File: config.mk
export PLATFORM = sky130hd
export DESIGN_NAME = wordline_encoder_64to6
export DESIGN_NICKNAME = d
export VERILOG_FILES = /design/src/rtl/wordline_encoder_64to6.sv
export SDC_FILE = /design/constraint.sdc
export NUM_CORES = 1
export LEC_CHECK = 0
export CORE_MARGIN = 1.5
export CORE_UTILIZATION = 45
export DETAILED_ROUTE_END_ITERATION = 6
export PLACE_DENSITY_LB_ADDON = 0.12
export SLEW_MARGIN = 0
export SYNTH_ARGS = -nofsm -noshare
export SYNTH_HDL_FRONTEND = slang
export SYNTH_SLANG_ARGS = --single-unit
File: constraint.sdc
create_clock -name clk -period 2.2 [get_ports clk]
set_input_delay 0.44 -clock clk [delete_from_list [all_inputs] [get_ports clk]]
set_output_delay 0.44 -clock clk [all_outputs]
set_load 0.02 [all_outputs]
File: src/rtl/wordline_encoder_64to6.sv
// Registered 64-to-6 encoder for active-low wordline vectors with valid/ready on both sides.
// Define ENC_MULTI_DRAIN_EN to drain one beat per hit; otherwise each vector yields a single beat.
module wordline_encoder_64to6 #(
   parameter int N_ADDR = 6,
   parameter int N_WL   = 64
) (
   input  logic              clk,
   input  logic              rst,
   input  logic              in_valid,
   output logic              in_ready,
   input  logic [N_WL-1:0]   in_wordline,
   output logic              out_valid,
   input  logic              out_ready,
   output logic [N_ADDR-1:0] out_addr,
   output logic              out_last,
   output logic              out_empty,
   output logic [N_ADDR:0]   out_hits
);

   typedef enum logic {IDLE, DRAIN} state_t;

   state_t          state, state_nxt;
   logic            vld_p1;
   logic            beat;
   logic            accept;
   logic            last_c;
   logic            empty_p1;
   logic [N_ADDR:0] hits_p1;

   function automatic logic [N_ADDR-1:0] lowest_hit(input logic [N_WL-1:0] v);
      logic [N_ADDR-1:0] r;
      r = '0;
      for (int i = N_WL - 1; i >= 0; i--) begin
         if (v[i]) r = N_ADDR'(i);
      end
      return r;
   endfunction

   function automatic logic [N_ADDR:0] hit_count(input logic [N_WL-1:0] v);
      logic [N_ADDR:0] c;
      c = '0;
      for (int i = 0; i < N_WL; i++) begin
         c = c + (N_ADDR + 1)'(v[i]);
      end
      return c;
   endfunction

   assign vld_p1 = (state == DRAIN);
   assign beat   = vld_p1 & out_ready;
   assign accept = in_valid & in_ready;

   always_ff @(posedge clk or posedge rst) begin
      if (rst) state <= IDLE;
      else     state <= state_nxt;
   end

   // A last-beat transfer frees the slot in the same cycle, so a waiting vector loads without a bubble.
   always_comb begin
      state_nxt = state;
      in_ready  = 1'b0;
      case (state)
         IDLE: begin
            in_ready = 1'b1;
            if (in_valid) state_nxt = DRAIN;
         end
         DRAIN: begin
            in_ready = out_ready & last_c;
            if (beat & last_c & ~in_valid) state_nxt = IDLE;
         end
         default: state_nxt = IDLE;
      endcase
   end

   // ---- p1: capture stage ----
   always_ff @(posedge clk or posedge rst) begin
      if (rst) begin
         hits_p1  <= '0;
         empty_p1 <= 1'b0;
      end else if (accept) begin
         hits_p1  <= hit_count(~in_wordline);
         empty_p1 <= &in_wordline;
      end
   end

`ifdef ENC_MULTI_DRAIN_EN
   logic [N_WL-1:0] pending_p1;

   // Each transfer retires the lowest pending hit: v & (v-1) clears the lowest set bit.
   always_ff @(posedge clk or posedge rst) begin
      if (rst)         pending_p1 <= '0;
      else if (accept) pending_p1 <= ~in_wordline;
      else if (beat)   pending_p1 <= pending_p1 & (pending_p1 - N_WL'(1));
   end

   assign out_addr = lowest_hit(pending_p1);
   assign last_c   = ((pending_p1 & (pending_p1 - N_WL'(1))) == '0);
`else
   logic [N_ADDR-1:0] addr_p1;

   always_ff @(posedge clk or posedge rst) begin
      if (rst)         addr_p1 <= '0;
      else if (accept) addr_p1 <= lowest_hit(~in_wordline);
   end

   assign out_addr = addr_p1;
   assign last_c   = 1'b1;
`endif

   assign out_valid = vld_p1;
   assign out_last  = vld_p1 & last_c;
   assign out_empty = empty_p1;
   assign out_hits  = hits_p1;

endmodule

==> results of run 1 <==
## cells in the mapped netlist, types with 2 or more instances
master | number | share of area (%)
o21ai_1 | 10 | 1.7
nor2_1 | 5 | 0.63
a211oi_1 | 3 | 0.75
fa_1 | 54 | 36
a21oi_1 | 18 | 3.0
o21bai_1 | 2 | 0.50
nand2_1 | 30 | 3.8
o21ai_0 | 11 | 1.8
clkbuf_1 | 2 | 0.25
o31ai_1 | 3 | 0.75
a31oi_1 | 3 | 0.63
xor2_1 | 2 | 0.59
xnor2_1 | 2 | 0.59
nor3_1 | 5 | 0.84
inv_2 | 4 | 0.50
ha_1 | 16 | 6.7
nand3_1 | 9 | 1.5
nand4_1 | 18 | 3.8
o211ai_1 | 3 | 0.75
a21o_1 | 7 | 1.8
nor4_1 | 2 | 0.42
nor3b_1 | 2 | 0.50
and3_1 | 2 | 0.42
dfrtp_1 | 15 | 13
inv_1 | 89 | 11
nand2b_1 | 3 | 0.63
and4_1 | 3 | 0.88
## worst max path at each step
stage / cells after the start / endpoint
6_report: 21 / out_hits[6]
5_1_grt: 21 / out_hits[6]
4_1_cts: 21 / out_hits[6]
3_5_place_dp: 23 / out_hits[6]
3_3_place_gp: 23 / out_hits[6]
2_1_floorplan: 22 / out_hits[6]
## cells by family (layout without fill, tap and decap cells)
family,count (synthesis),after routing,share of synthesized area [%]
buffers and inverters,96,265,12.2
multiplexers,1,1,0.376
flip-flops,15,15,12.5
adder cells (fa/ha/maj),70,70,42.8
AO/OA/AOI/OAI,71,71,15.0
AND/OR/NAND/NOR,87,87,15.9
XOR/XNOR,4,4,1.17
## placed cells by master (no fill, tap or decap), types with 3 or more instances in the layout
| master | instances |
|---|---|
| buf_2 | 25 |
| inv_1 | 72 |
| a211oi_1 | 3 |
| dfrtp_1 | 15 |
| a21oi_2 | 3 |
| clkdlybuf4s50_1 | 51 |
| o21ai_0 | 11 |
| fa_1 | 49 |
| a21o_1 | 7 |
| fa_2 | 5 |
| ha_1 | 15 |
| o31ai_1 | 3 |
| o211ai_1 | 3 |
| nand2_1 | 30 |
| nor3_1 | 5 |
| o21ai_1 | 9 |
| nand2b_1 | 3 |
| a21oi_1 | 14 |
| nand3_1 | 9 |
| nor2_1 | 5 |
| and4_1 | 3 |
| nand4_1 | 18 |
| inv_2 | 21 |
| buf_4 | 83 |
| a31oi_1 | 3 |
| clkbuf_8 | 3 |
| buf_6 | 4 |
## final cells by class
cell class	count	area share [%]
Inverter	93	7.67
Clock buffer	4	0.990
Multi-Input combinational cell	233	51.3
Sequential cell	15	8.25
Timing Repair Buffer	168	29.7
Tap cell	77	2.12
## metal layers
layer  vias up  wire [um]  track usage (%)
met5         -          0                0
met4         0        163             4.55
met3        15        659             6.59
met2       110       4560             44.7
met1      1477       4400             42.0
li1       1472          -                -
## critical path: stages
cell      delay, ns
buf_2          0.13
fa_1           0.55
inv_1          0.05
fa_1           0.50
fa_1           0.44
fa_1           0.57
fa_1           0.44
fa_1           0.55
inv_1          0.05
fa_1           0.49
fa_1           0.43
inv_2          0.08
ha_4           0.13
inv_2          0.03
fa_2           0.34
inv_2          0.08
a21oi_4        0.07
o21bai_4       0.19
a21o_1         0.16
a21oi_2        0.05
o21ai_1        0.11
## repair_timing
item / 4_1_cts / 5_1_grt
cloned: 0 / 0
hold buffers: 0 / 0
buffers inserted: 3 / 2
pin swaps: 43 / 35
endpoints found under the setup margin: 7 / 8
resized for setup: 141 / 21
## metrics by stage
step | util (%) | area [um^2]
2_1_floorplan | - | 3020
4_1_cts | 70.9 | 4530
3_3_place_gp | 71.2 | 4550
5_1_grt | 71.3 | 4550
6_report | 71.3 | 4550
3_5_place_dp | 71.2 | 4550
## sequential cells by signal, summed over array words and instances, names as in the netlist
name       count
out_addr       6
out_empty      1
out_hits       7
out_last       1
==> impl_metrics.csv, run 1 <==
group,metric,value,unit
yosys,syn_area_per_cell,8.70,um^2
cts,clock_latency,0.26,ns
floorplanning,io_pins,85,
cts,cts_tree,"built",
worst_setup_path,rrSetupSlack,0.66,ns
floorplanning,num_rows,29,
worst_setup_path,setup.worst_path.start,"in_wordline[19]",
global_route,grt_pass1_wl,15900,um
yosys,async_flop_share,100,%
timing,rsz0062_at_grt,"yes",
yosys,syn_area,2990,um^2
timing,fin_setup_tns,-23.02,ns
yosys,synth.distinct_cells,48,
worst_setup_path,r2r-end,"out_addr[4]",
worst_hold_path,whs_path_depth,2,
cts,h-tree-depth,1,
routing,wl_per_cell,16.6,um
finish,final_cells,590,
routing,drt_wl_total,9780,um
finish,nets,652,
routing,drt_pass1_iterations,5,
finish,area_growth,52.0,%
worst_setup_path,rr_worst_depth,5,
global_route,grt_pass1_vias,3209,
placed_design,preCtsSetupSlack,-4.16,ns
yosys,yosys_warnings,0,
cts,root_buffer,"clkbuf_8",
yosys,synthCells,344,
global_route,track_usage,28.7,%
worst_setup_path,path_class,"in2reg",
placed_design,io_buffer_count,84,
timing,setup_viol,7,
global_route,grt.overflow.total,0,
routing,antenna_left,0,
timing,finClkSkew,0.00261,ns
finish,multiInputGateArea,2330,um^2
routing,via_per_inst,5.21,
cts,clk_pin_slew,0.07,ns
timing,finalHoldViolCount,0,
placed_design,dp_hpwl,8490,um
worst_hold_path,hp-start,"out_addr[5]",
cts,cts_buffer_depth,2,
yosys,synth_seq_area_share,12.5,%
placed_design,gp_congestion,0.930,
timing,timing.final.crit_share,259,%
cts,numClockSinks,15,
global_route,antenna_found_initial,0,
routing,drc,0,
placed_design,placed_cells,583,
timing,fmax,175,MHz
finish,seq_area,375,um^2
worst_hold_path,hold_path_class,"reg2reg",
worst_setup_path,end_kind,"register",
timing,layout_setup_ws,-3.50,ns
worst_setup_path,worstPathRequired,2.39,ns
finish,nFillCells,521,
floorplanning,start_util,46.9,%
timing,slew_headroom,59.5,%
routing,num_vias,3074,
yosys,synth_nets,482,
timing,whs,0.462,ns
floorplanning,die_y,84.6,um
finish,drive_gt1_share,31.2,%
global_route,grt_start_max_net_pins,25,
worst_setup_path,crit_fanout,2,
timing,final_max_slew_viol_count,0,
timing,layout_min_cycle_time,5.70,ns
floorplanning,coreArea,6390,um^2
worst_setup_path,start_kind,"input port",
routing,drtIter0Drc,144,
worst_hold_path,min_to,"out_addr[5]",
status,violations,"negative setup slack",
timing,worst_pin_slew,0.607,ns
cts,cts-buffers-inserted,3,
run,cap_viol_max_count,0,
floorplanning,die_area,7150,um^2
floorplanning,dieWidth,84.6,um
worst_setup_path,critical_path_arrival,5.89,ns
yosys,synth-seq-cells,15,
worst_setup_path,reg2reg_from,"out_last",
yosys,synth_enable_flop_cells,0,
yosys,synth-main-ff-cell,"dfrtp_1",
status,status,"finished, violations left",
finish,num_antenna_cells,0,
Power of run 1 is left out: the tool's default activity adds up to more than one toggle a clock period on the data nets, which glitch-free logic cannot reach.
==> inputs of run 2 (changes only) <==
Settings changed: DONT_BUFFER_PORTS set to 1.
==> run 2 against run 1 <==
Compared with the run above: global-route usage fell by 6.8 points; wire length shrank 25%; sequential cell count unchanged; cell count down 24%; first-iteration DRC count down 35%; clock skew increased by 0.0015 ns; the flow still finishes with violations (negative setup slack); critical path type unchanged; setup slack better by 0.12 ns.
==> impl_metrics.csv, run 2 (same netlist as run 1, synthesis figures left out) <==
group,metric,value,unit
placed_design,dp_hpwl,6790,um
global_route,antenna_found_initial,0,
cts,numClockSinks,15,
global_route,grt_start_max_net_pins,25,
floorplanning,dieWidth,84.6,um
placed_design,gp_congestion,0.833,
worst_setup_path,crit_fanout,4,
worst_setup_path,start_kind,"input port",
status,status,"finished, violations left",
finish,final_cell_mix,"inv_1, fa_1, nand2_1, buf_4, nand4_1",
routing,antenna_left,0,
finish,nets,508,
routing,via_per_inst,5.54,
timing,finClkSkew,0.00408,ns
placed_design,preCtsSetupSlack,-3.67,ns
cts,root_buffer,"clkbuf_8",
timing,fmax,179,MHz
worst_setup_path,path_class,"in2reg",
timing,rsz0062_at_grt,"yes",
timing,layout_setup_ws,-3.38,ns
timing,final_max_slew_viol_count,0,
finish,largest_reg_flops,7,
routing,drc,0,
worst_setup_path,critical_path_arrival,5.76,ns
cts,ctsHoldBuffers,0,
floorplanning,io_pins,85,
timing,timing.final.crit_share,254,%
floorplanning,coreArea,6390,um^2
cts,clk_pin_slew,0.06,ns
routing,drt_wl_total,7360,um
worst_hold_path,hold_path_class,"in2async",
routing,drtIter0Drc,94,
timing,worst_pin_slew,0.610,ns
cts,clock_latency,0.25,ns
finish,layout_commonest_cell,"inv_1",
run,cap_viol_max_count,0,
finish,drive_gt1_share,13.6,%
worst_setup_path,reg2reg_from,"out_last",
worst_setup_path,worstPathRequired,2.38,ns
worst_setup_path,end_kind,"register",
placed_design,placed_area,3270,um^2
routing,drt_pass1_iterations,4,
cts,cts_tree,"built",
routing,num_vias,2469,
global_route,grt_pass1_wl,12400,um
timing,slew_headroom,59.3,%
floorplanning,die_y,84.6,um
floorplanning,die_area,7150,um^2
timing,finalHoldViolCount,0,
global_route,grt_pass1_vias,2583,
placed_design,io_buffer_count,0,
worst_setup_path,setup.worst_path.start,"in_wordline[47]",
finish,area_growth,12.0,%
finish,fin_area,3350,um^2
cts,h-tree-depth,1,
finish,num_antenna_cells,0,
floorplanning,num_rows,29,
floorplanning,start_util,46.9,%
global_route,grt.overflow.total,0,
status,violations,"negative setup slack",
global_route,track_usage,21.9,%
cts,cts-buffers-inserted,3,
cts,cts_buffer_depth,2,
routing,wl_per_cell,16.5,um
timing,setup_viol,7,
timing,layout_min_cycle_time,5.58,ns
-- run 2: per-stage QoR --
step                      util [%]  std cells  setup TNS [ns]  hold slack [ns]
after global routing          52.5        446          -23.10            0.200
after CTS                     52.1        446          -22.31            0.169
final                         52.5        446          -22.26            0.145
after detailed placement      51.2        441          -24.02            0.441
after floorplan                  -        344          -22.35            0.341
after global placement        51.2        441          -23.63            0.426
-- run 2: area by class of cell --
type | count | area (um^2)
sequential | 15 | 375
inverter | 93 | 349
tap | 77 | 96.3
fill | 619 | 3030
timing repair buffer | 24 | 184
clock buffer | 4 | 45.0
multi-input combinational | 233 | 2300
-- run 2: critical path: stages --
cell,delay (ns)
fa_1,0.52
inv_1,0.05
fa_1,0.48
inv_1,0.05
fa_1,0.51
inv_1,0.06
fa_1,0.48
fa_1,0.52
fa_1,0.49
inv_1,0.05
fa_2,0.54
fa_1,0.44
inv_2,0.08
ha_4,0.13
inv_2,0.03
fa_2,0.35
inv_2,0.06
a21oi_2,0.04
o21bai_2,0.17
a21o_1,0.13
a21oi_1,0.05
o21ai_1,0.11
-- run 2: final timing paths --
| kind | cells after the start | slack (ns) | end |
|---|---|---|---|
| max | 22 | -3.38 | out_hits[6] |
| min | 1 | 0.14 | out_addr[1] |
| max reg2reg | 5 | 0.61 | out_addr[2] |
| min reg2reg | 2 | 0.61 | out_addr[5] |
| max in group asynchronous | 1 | 1.66 | out_hits[3] |
| min in group clk | 1 | 0.31 | out_last |
-- run 2: metal layers --
layer	up-vias	wire, um	global-route usage, %	share of wire [%]
met5	-	0	0	0
met4	0	80	3.37	1.1
met3	8	576	4.92	7.8
met2	87	3630	35.5	49
met1	1194	3070	31.0	42
li1	1180	-	-	-
-- run 2: repair_timing --
action	4_1_cts	5_1_grt
pin swaps	6	14
resized for setup	1	8
setup buffers	1	1
setup endpoints to repair	7	7
cloned	0	0
Power of run 2 is left out for the same reason.
==> inputs of run 3 (changes only) <==
Settings changed: CORE_UTILIZATION 45 to 36, REMOVE_ABC_BUFFERS set to 1.
==> run 3 against run 2 <==
Compared with the run above: the run still ends with negative setup slack left; sequential share of layout area about the same; first-iteration DRC count decreased by 13%; wire length increased by 4.9%; cell count increased by 5.4%; register-to-register slack about the same.
==> impl_metrics.csv, run 3 (same netlist as run 1, synthesis figures left out) <==
group,metric,value,unit
global_route,grt.overflow.total,0,
global_route,grt_most_used_layer,"met2",
routing,drt_wl_total,7720,um
cts,root_buffer,"clkbuf_8",
floorplanning,die_y,94.2,um
run,cap_viol_max_count,0,
timing,whs,0.145,ns
status,status,"finished, violations left",
finish,seq_area,375,um^2
routing,num_vias,2408,
floorplanning,start_util,36.8,%
global_route,grt_util_met1,26.5,%
timing,worst_pin_slew,0.623,ns
worst_setup_path,worstPathRequired,2.34,ns
placed_design,io_buffer_count,0,
finish,drive_gt1_share,14.8,%
timing,fmax,180,MHz
global_route,grt_pass1_vias,2510,
worst_setup_path,end_kind,"register",
floorplanning,die_area,8870,um^2
routing,drtIter0Drc,82,
floorplanning,coreArea,8130,um^2
cts,cts_tree,"built",
timing,final_max_slew_viol_count,0,
finish,largest_reg_flops,7,
global_route,gr-usage-met2,29.7,%
timing,fin_setup_tns,-21.85,ns
timing,slew_headroom,58.4,%
finish,layout_commonest_cell,"inv_1",
worst_setup_path,rr_worst_depth,5,
cts,numClockSinks,15,
routing,antenna_left,0,
timing,setup_viol,7,
timing,rsz0062_at_grt,"yes",
global_route,grt_start_max_net_pins,25,
worst_setup_path,path_class,"in2reg",
global_route,use_met3,3.48,%
worst_setup_path,start_kind,"input port",
finish,area_growth,12.2,%
global_route,antenna_found_initial,0,
worst_setup_path,rrSetupSlack,0.61,ns
finish,final_core_util,41.3,%
routing,drt_pass1_iterations,4,
worst_setup_path,reg2reg_from,"out_last",
cts,h-tree-depth,1,
timing,finClkSkew,0.00239,ns
floorplanning,dieWidth,94.2,um
floorplanning,io_pins,85,
finish,nets,504,
cts,clock_latency,0.26,ns
cts,cts-buffers-inserted,3,
finish,final_cell_mix,"inv_1, fa_1, nand2_1, buf_4, nand4_1",
finish,multiInputGateArea,2310,um^2
placed_design,dp_hpwl,7060,um
cts,cts_buffer_depth,2,
status,violations,"negative setup slack",
cts,clk_pin_slew,0.06,ns
worst_setup_path,critical_path_arrival,5.71,ns
timing,layout_min_cycle_time,5.57,ns
routing,wl_per_cell,16.4,um
floorplanning,num_rows,33,
timing,timing.final.crit_share,253,%
worst_setup_path,crit_fanout,4,
worst_hold_path,hold_path_class,"in2async",
placed_design,gp_congestion,0.867,
timing,finalHoldViolCount,0,
worst_setup_path,r2r-end,"out_addr[2]",
cts,ctsHoldBuffers,0,
routing,drc,0,
timing,layout_setup_ws,-3.37,ns
finish,nFillCells,835,
finish,num_antenna_cells,0,
routing,via_per_inst,5.12,
global_route,track_usage,18.8,%
global_route,grt_pass1_wl,12500,um
==> run 3: cell types whose count changed in the layout (fill, tap and decap cells not counted), sizes merged <==
cell / change
buf: -4
==> run 3: worst max-delay path by stage <==
stage                          startpoint     endpoint  cells after the start  slack (ns)
after floorplan           in_wordline[47]  out_hits[6]                     22       -3.51
after global placement    in_wordline[47]  out_hits[6]                     22       -3.74
after detailed placement  in_wordline[47]  out_hits[6]                     22       -3.76
after CTS                 in_wordline[47]  out_hits[6]                     22       -3.44
after global routing       in_wordline[3]  out_hits[5]                     19       -3.57
final                     in_wordline[11]  out_hits[5]                     19       -3.37
==> run 3: critical path, stage by stage <==
cell and delay, ns:
fa_1 0.57, inv_2 0.06, fa_1 0.53, fa_2 0.45, fa_2 0.56, fa_2 0.44
fa_1 0.50, inv_1 0.05, fa_1 0.44, fa_1 0.50, inv_2 0.05, ha_4 0.16
buf_4 0.12, a21o_1 0.18, a21oi_2 0.14, o21bai_1 0.09, a21oi_1 0.17, xor2_1 0.17
o21ai_1 0.08
==> run 3: cell type report <==
cell class              instances  share of cell area, %
repair buffers                 20                   4.47
flip-flops and latches         15                   11.2
multi-input cells             233                   68.7
inverters                      93                   10.4
clock buffers                   4                   1.34
well taps                     105                   3.91
==> run 3: timing repair <==
action | CTS | global route
gates resized for setup | 10 | 13
endpoints found under the hold margin | 0 | 0
setup buffers | 0 | 0
pin swaps | 14 | 35
setup endpoints to repair | 7 | 7
==> run 3: through the flow <==
step | setup WS (ns) | cells | cell area (um^2)
floorplan | -3.51 | 341 | 2980
global placement | -3.74 | 466 | 3260
detailed placement | -3.76 | 466 | 3260
CTS | -3.44 | 470 | 3340
global route | -3.57 | 470 | 3360
finish | -3.37 | 470 | 3360
==> run 3: metal layers <==
layer  wire length [um]  vias to the layer above
li1                   -                     1174
met1               3340                     1154
met2               3700                       68
met3                539                       12
met4                147                        0
met5                  0                        -
Power of run 3 is left out for the same reason.
